[src/rtl/mem_line_engine.sv]
// Line mover: fill = one burst read, flush = back-to-back single writes; done pulses one cycle after the last word, cmd_ready low while busy.
// Stalls on mem_waitrequest indefinitely unless MEM_LINE_TIMEOUT_EN adds a 16-bit no-progress watchdog that aborts with a sticky error.
module mem_line_engine #(
    parameter int         burst_bits = 2,
    parameter logic [1:0] my_id      = 2'd1
) (
    input  logic                  clock,
    input  logic                  rst,
    input  logic                  cmd_valid,
    input  logic                  cmd_write,
    input  logic [29:0]           cmd_address,
    output logic                  cmd_ready,
    output logic                  done,
    output logic                  error,
    input  logic [burst_bits-1:0] buf_addr,
    input  logic                  buf_we,
    input  logic [31:0]           buf_wdata,
    output logic [31:0]           buf_rdata,
    input  logic                  mem_waitrequest,
    output logic [1:0]            mem_id,
    output logic [29:0]           mem_address,
    output logic                  mem_read,
    output logic                  mem_write,
    output logic [31:0]           mem_writedata,
    output logic [3:0]            mem_writedatamask,
    input  logic [31:0]           mem_readdata,
    input  logic [1:0]            mem_readdataid
);
    localparam int              BL   = 1 << burst_bits;
    localparam logic [burst_bits:0] LAST = (burst_bits + 1)'(BL - 1);

    typedef enum logic [2:0] {IDLE, RD_REQ, RD_DATA, WR_REQ, FINISH} state_t;

    state_t                state_q, state_d;
    logic [29:0]           base_q, base_d;
    logic [burst_bits:0]   cnt_q, cnt_d;
    logic [31:0]           buf_q [BL];
    logic                  buf_wen;
    logic [burst_bits-1:0] buf_widx;
    logic [31:0]           buf_wval;
    logic                  word_hit;
    logic                  last_word;
    logic [burst_bits-1:0] idx;

    assign word_hit  = (mem_readdataid == my_id);
    assign last_word = (cnt_q == LAST);
    assign idx       = cnt_q[burst_bits-1:0];

`ifdef MEM_LINE_TIMEOUT_EN
    logic [15:0] wdog_q, wdog_d;
    logic        error_q, error_d;
    logic        progress;

    // Any accepted request or captured word counts as forward progress.
    assign progress = ((state_q == RD_REQ)  && !mem_waitrequest) ||
                      ((state_q == RD_DATA) && word_hit) ||
                      ((state_q == WR_REQ)  && !mem_waitrequest);
`endif

    always_comb begin
        state_d  = state_q;
        base_d   = base_q;
        cnt_d    = cnt_q;
        buf_wen  = 1'b0;
        buf_widx = buf_addr;
        buf_wval = buf_wdata;
`ifdef MEM_LINE_TIMEOUT_EN
        error_d  = error_q;
        wdog_d   = wdog_q;
`endif
        case (state_q)
            IDLE: begin
                buf_wen = buf_we;
                if (cmd_valid) begin
                    base_d  = cmd_address & ~30'(BL - 1);
                    cnt_d   = '0;
                    state_d = cmd_write ? WR_REQ : RD_REQ;
`ifdef MEM_LINE_TIMEOUT_EN
                    error_d = 1'b0;
`endif
                end
            end
            RD_REQ, RD_DATA: begin
                if ((state_q == RD_REQ) && !mem_waitrequest)
                    state_d = RD_DATA;
                // A zero-latency slave may return the first word in the accept cycle.
                if (word_hit && ((state_q == RD_DATA) || !mem_waitrequest)) begin
                    buf_wen  = 1'b1;
                    buf_widx = idx;
                    buf_wval = mem_readdata;
                    cnt_d    = cnt_q + 1'b1;
                    if (last_word)
                        state_d = FINISH;
                end
            end
            WR_REQ: begin
                if (!mem_waitrequest) begin
                    cnt_d = cnt_q + 1'b1;
                    if (last_word)
                        state_d = FINISH;
                end
            end
            FINISH:  state_d = IDLE;
            default: state_d = IDLE;
        endcase
`ifdef MEM_LINE_TIMEOUT_EN
        if ((state_q == RD_REQ) || (state_q == RD_DATA) || (state_q == WR_REQ)) begin
            if (progress) begin
                wdog_d = '0;
            end else if (wdog_q == 16'hFFFF) begin
                wdog_d  = '0;
                error_d = 1'b1;
                state_d = FINISH;
            end else begin
                wdog_d = wdog_q + 16'd1;
            end
        end else begin
            wdog_d = '0;
        end
`endif
    end

    always_ff @(posedge clock) begin
        if (rst) begin
            state_q <= IDLE;
            base_q  <= '0;
            cnt_q   <= '0;
`ifdef MEM_LINE_TIMEOUT_EN
            wdog_q  <= '0;
            error_q <= 1'b0;
`endif
        end else begin
            state_q <= state_d;
            base_q  <= base_d;
            cnt_q   <= cnt_d;
`ifdef MEM_LINE_TIMEOUT_EN
            wdog_q  <= wdog_d;
            error_q <= error_d;
`endif
        end
    end

    // Line storage is deliberately left unreset.
    always_ff @(posedge clock) begin
        if (buf_wen)
            buf_q[buf_widx] <= buf_wval;
    end

    assign cmd_ready         = (state_q == IDLE);
    assign done              = (state_q == FINISH);
    assign mem_read          = (state_q == RD_REQ);
    assign mem_write         = (state_q == WR_REQ);
    assign mem_id            = my_id;
    assign mem_writedatamask = 4'hF;
    assign mem_address       = mem_read  ? base_q :
                               mem_write ? (base_q + 30'(cnt_q)) : '0;
    assign mem_writedata     = mem_write ? buf_q[idx] : '0;
    assign buf_rdata         = buf_q[buf_addr];
`ifdef MEM_LINE_TIMEOUT_EN
    assign error             = error_q;
`else
    assign error             = 1'b0;
`endif
endmodule

[config.mk]
export PLATFORM = sky130hd
export DESIGN_NAME = mem_line_engine
export DESIGN_NICKNAME = d
export VERILOG_FILES = /design/src/rtl/mem_line_engine.sv
export SDC_FILE = /design/constraint.sdc
export NUM_CORES = 1
export LEC_CHECK = 0
export CAP_MARGIN = 20
export CELL_PAD_IN_SITES_DETAIL_PLACEMENT = 0
export CELL_PAD_IN_SITES_GLOBAL_PLACEMENT = 1
export CORE_ASPECT_RATIO = 0.5
export CORE_MARGIN = 1
export CORE_UTILIZATION = 43
export DETAILED_ROUTE_END_ITERATION = 8
export PLACE_DENSITY = 0.86
export SYNTH_ARGS = -nofsm -noshare
export SYNTH_HDL_FRONTEND = slang
export SYNTH_SLANG_ARGS = --single-unit
[constraint.sdc]
create_clock -name clock -period 10.5 [get_ports clock]
set_input_delay 2.1 -clock clock [delete_from_list [all_inputs] [get_ports clock]]
set_output_delay 2.1 -clock clock [all_outputs]
set_load 0.1 [all_outputs]
# After elaboration in Yosys (flattened, before gate mapping)
# Memory sizes are Yosys's and may differ from the RTL's. A register that Yosys moved wholly into a read port is not among the register bits.
# Index checks and enable logic that the tools add are counted.
totals:
  regBits: 34
  ram_bits: 128
  input_bits: 104
  wordCells: 51
  memories: 1
classes:
  add_sub_neg: 2
  eq_ne: 10
  mux: 25
  reduce_logical: 10
memory_table:
  columns: ["memory", "depth", "word_bits", "read_ports", "rd_ports_with_merged_regs", "write_ports", "line_no", "source"]
  rows:
  - ["buf_q", 4, 32, 2, 1, 1, "37", "logic [31:0] buf_q [BL];"]
ops:
  columns: ["operator", "n"]
  rows:
  - ["32-bit 2-to-1 mux", 3]
  - ["30-bit 2-to-1 mux", 2]
  - ["30-bit by 3-bit adder with 30-bit output", 1]
  - ["3-bit 2-to-1 mux", 9]
  - ["3-bit case mux with 3 select lines", 2]
  - ["2-bit 2-to-1 mux", 5]
  - ["3-bit by 2-bit == test with 1-bit output (second input constant)", 3]
  - ["2-bit inequality test (second input constant)", 3]
  - ["4-bit AND reduction", 1]
  - ["3-bit by 1-bit adder with 3-bit output (second input constant)", 1]
  - ["3-bit by 1-bit == test with 1-bit output (second input constant)", 1]
  - ["3-bit == test (second input constant)", 1]
  - ["3-bit zero test", 1]
  - ["1-bit 2-to-1 mux", 3]
  - ["3-bit AND reduction", 1]
  - ["3-bit nonzero test", 1]
  - ["2-bit by 1-bit == test with 1-bit output (second input constant)", 1]
  - ["1-bit logical AND", 2]
  - ["2-bit by 1-bit inequality test with 1-bit output (second input constant)", 1]
  - ["1-bit case mux with 2 select lines", 1]
  - ["2-bit AND reduction", 1]
  - ["2-bit OR reduction", 1]
  - ["1-bit zero test", 1]
  - ["1-bit logical OR", 1]

# Longest topological paths before layout
depth:
  word_depth: 7
  depth_mapped: 8
  ltp_nobuf: 6

# Worst setup path after synthesis
# OpenSTA, ideal clock, no wires.
synth_path:
  path_type: "in2reg"
  start: "input port mem_readdataid[0]"
  end: "memory buf_q[1][0] (enable)"
  setup_ps: 472
  t_arrival_ps: 5232
  required_time_ps: 10028
  path_slack_ps: 4796
  cell_stages: 4
  n_path_buf: 1
  path_cell_list: "nor2b_1 > o211ai_2 > buf_2 > o32ai_1"
synth_via:
  elab_chain_len: 6
synth_lines:
  columns: ["element", "line_no", "source"]
  rows:
  - ["from (decl)", "27", "input logic [1:0] mem_readdataid"]
  - ["2-bit by 1-bit == test with 1-bit output *", "45", "assign word_hit = (mem_readdataid == my_id);"]
  - ["1-bit logical AND *", "87", "if (word_hit && ((state_q == RD_DATA) || !mem_waitrequest)) begin"]
  - ["1-bit 2-to-1 mux", "87", null]
  - ["1-bit case mux with 2 select lines", "71", "case (state_q)"]
  - ["1-bit 2-to-1 mux", "145", "if (buf_wen)"]
  - ["1-bit 2-to-1 mux (implied by the code)", "146", "buf_q[buf_widx] <= buf_wval;"]
  - ["to (decl)", "37", null]
# Mark *: on every way between the ends. The rest lies on a longest branch, timed or not.

# Worst setup path after layout
layout_path:
  start: "input port buf_addr[1]"
  end: "output port buf_rdata[18]"
layout_via:
  elab_chain_len: 1
layout_lines:
  columns: ["element", "line_no", "source"]
  rows:
  - ["from (decl)", "15", "input logic [burst_bits-1:0] buf_addr,"]
  - ["memory read 4 x 32 bit", null, null]
  - ["to (decl)", "18", "output logic [31:0] buf_rdata,"]
# Every way passes these cells.

==> results.json <==
{
  "internal-power_mw": 1.254,
  "holdCritStartpoint": "base_q[2]",
  "syn_to_final_growth_pct": 34.37,
  "switching_share": 0.3023,
  "arrival_ps": 4430,
  "seqPwrFrac": 0.422,
  "clk_pin_slew_worst_paths_ps": 60,
  "initial_core_util": 0.4425,
  "routed_wl_um": 20260,
  "postSynthAreaPerCell_um2": 13.69,
  "worstPathBufferInverterCount": 2,
  "drtAntennaViolNets": 0,
  "vias": 5700,
  "tightestPinTransition_ps": 1036,
  "via_per_inst": 5.429,
  "overflow": 0,
  "min_delay_path_depth": 2,
  "r2r_setup_slack_ps": 7560,
  "crit_path_start_kind": "input pin",
  "critPathMaxFanout": 35,
  "holdPathEnd": "base_q[2]",
  "yosysTopAreaCell": "edfxtp_1",
  "die_area_um2": 19700,
  "setup_viol": 0,
  "worstPathRequired_ps": 8400,
  "antenna_cells": 0,
  "clock_sinks": 164,
  "syn_inst": 600,
  "critPathKind": "in2out",
  "dr.pass1.iters": 4,
  "nets": 886,
  "grt_util_all_layers": 0.2125,
  "nFillCells": 1485,
  "synthFlopType": "edfxtp_1",
  "dp_hpwl_um": 12920,
  "skew_ps": 12.45,
  "p_leak_nw": 3.693,
  "slew_headroom": 0.3074,
  "clockBufferDepth": 2,
  "ioPinCount": 209,
  "hold_violations": 0,
  "cp-end-kind": "output pin",
  "drv_cap": 0,
  "die_h_um": 99.75,
  "fmax_mhz": 153.0,
  "grt_pass1_wl_um": 31550,
  "yosysTopAreaCellShare": 0.4678,
  "dp.cells": 1017,
  "path_delay_family": "buffers and inverters",
  "cp_slowest_stage_delay_ps": 1140,
  "ys_types": 43,
  "port_buffers": 199,
  "clockPowerShare": 0.362,
  "cts_tree": "done",
  "power.density_nw_per_um2": 162.8,
  "instances_no_fill": 1050,
  "min_path_type": "reg2reg",
  "htree_levels": 4,
  "async_reset_ff_frac": 0,
  "grt_max_degree": 52,
  "worstSkewPairLatency_ps": 420,
  "yosysSeqAreaShare": 0.5555,
  "p_switching_mw": 0.5433,
  "post-cts-setup-buffers": 0,
  "drc": 0,
  "antenna_found_initial": 0,
  "cp_slowest_cell": "clkdlybuf4s50_1",
  "ys_ff_latch": 164,
  "yosysMostFrequentCell": "edfxtp_1",
  "drive_gt1_frac": 0.1808,
  "holdBufCountCts": 0,
  "wire_per_inst_um": 19.30,
  "cts_made_buffers": 17,
  "ff2ff_path_depth": 6,
  "period_share": 0.6223,
  "rsz0062_at_grt": "false",
  "syn_area_um2": 8217,
  "core-area_um2": 18570,
  "synth_edf_count": 128,
  "drtIter0Drc": 210,
  "ys_top_cells_by_area": "edfxtp_1 (47%), mux4_2 (18%), dfxtp_1 (8.8%)",
  "crit_chain": "buf_2, mux4_2, clkdlybuf4s50_1",
  "cts_resized": 0,
  "ys_warn_count": 0,
  "peakVddDrop_mv": 0.1282,
  "tns_ps": 0,
  "gp_congestion": 0.7814,
  "finalMaxSlewViolations": 0,
  "dieWidth_um": 197.5,
  "period_minus_slack_ps": 6534,
  "r2r_end": "buf_q[2][13]",
  "outcome": "completed",
  "row_count": 35,
  "synth_common_cells": "edfxtp_1 (128), nand2_1 (70), mux4_2 (64), a21oi_1 (44), and3_1 (38)",
  "grt_pass1_vias": 5783,
  "cts-root-buf": "clkbuf_16",
  "p_comb_frac": 0.215,
  "r2r_start": "state_q[1]"
}
[power groups by stage]
stage / combinational [mW] / clock, mW / sequential [mW]
CTS: 0.389 / 0.659 / 0.759
detailed placement: 0.388 / 0 / 0.773
global placement: 0.384 / 0 / 0.770
floorplan: 0.283 / 0 / 0.764
global route: 0.408 / 0.684 / 0.762
finish: 0.387 / 0.651 / 0.759
[stage by stage]
step	hold WS [ps]	cell area (µm²)	setup WS, ps	utilization	power [mW]
CTS	482.3	11010	3975	0.5931	1.807
detailed placement	473.6	10400	3979	0.5602	1.161
floorplan	444.6	8235	4796	-	1.047
global placement	455.8	10400	3992	0.5602	1.153
global route	505.8	11040	3900	0.5946	1.854
finish	477.6	11040	3966	0.5946	1.797
[routing by layer]
metal	up-vias	part of all wire	global-route usage
met2	130	0.52	0.3797
met3	8	0.038	0.03967
met5	-	0	0
met1	2888	0.43	0.2707
li1	2674	-	-
met4	0	0.0054	0.04592
[worst reg2reg max path: cells and delay by family (launching register included)]
family | cells | cell delay (ps)
compound gates | 2 | 860
buf+inv | 2 | 790
simple gates | 2 | 540
flops | 1 | 340
[cells in the final DEF, fill, tap and decap left out, types with 4 or more instances in the layout]
cell type          n
clkbuf_16         17
inv_6              7
or3_1              5
o31ai_1            9
mux2_1             7
xor2_1            10
nand4_1            7
inv_1              8
buf_4              8
conb_1             7
mux4_2            64
and3_1            38
a21oi_1           44
edfxtp_1         128
nand3_1           10
mux2_2            27
nand2_1           70
or4_1              9
and4_1             5
nor3_1             6
ha_1               4
clkdlybuf4s50_1  197
dfxtp_1           33
o21ai_0            7
nor2_1            24
[how the worst max path moves through the flow]
stage | startpoint | endpoint | slack, ps | depth (start not counted)
after global routing | buf_addr[0] | buf_rdata[18] | 3900 | 4
after detailed placement | buf_addr[0] | buf_rdata[18] | 3980 | 4
after CTS | buf_addr[0] | buf_rdata[18] | 3970 | 4
after floorplan | mem_readdataid[0] | buf_q[1][0] | 4800 | 4
after global placement | buf_addr[0] | buf_rdata[18] | 3990 | 4
final | buf_addr[1] | buf_rdata[18] | 3970 | 3
[cell type report]
cell class / count / area, µm² / area share
clock inverters: 14 / 182.7 / 0.01655
repair buffers: 208 / 2069 / 0.1874
inverters: 8 / 30.03 / 0.002720
multi-input cells: 379 / 3437 / 0.3113
clock buffers: 18 / 429.2 / 0.03887
well taps: 259 / 324.1 / 0.02935
flip-flops and latches: 164 / 4568 / 0.4138
[state kept, by name (all words and copies together) (netlist names), named ones only]
name	flops
state_q	3
cnt_q	3
base_q	28
buf_q	128
[cells by family (layout without fill, tap and decap cells)]
group,Yosys count,in the layout,share of synthesized area
compound gates,71,71,0.05117
xor+xnor,12,12,0.01279
fa+ha+maj,4,4,0.006091
buf+inv,62,248,0.03472
flops,164,164,0.5555
mux,101,101,0.2257
other cells,2,7,0.0009140
simple gates,184,184,0.1131
Note: power is estimated with default switching activity, not from simulation.
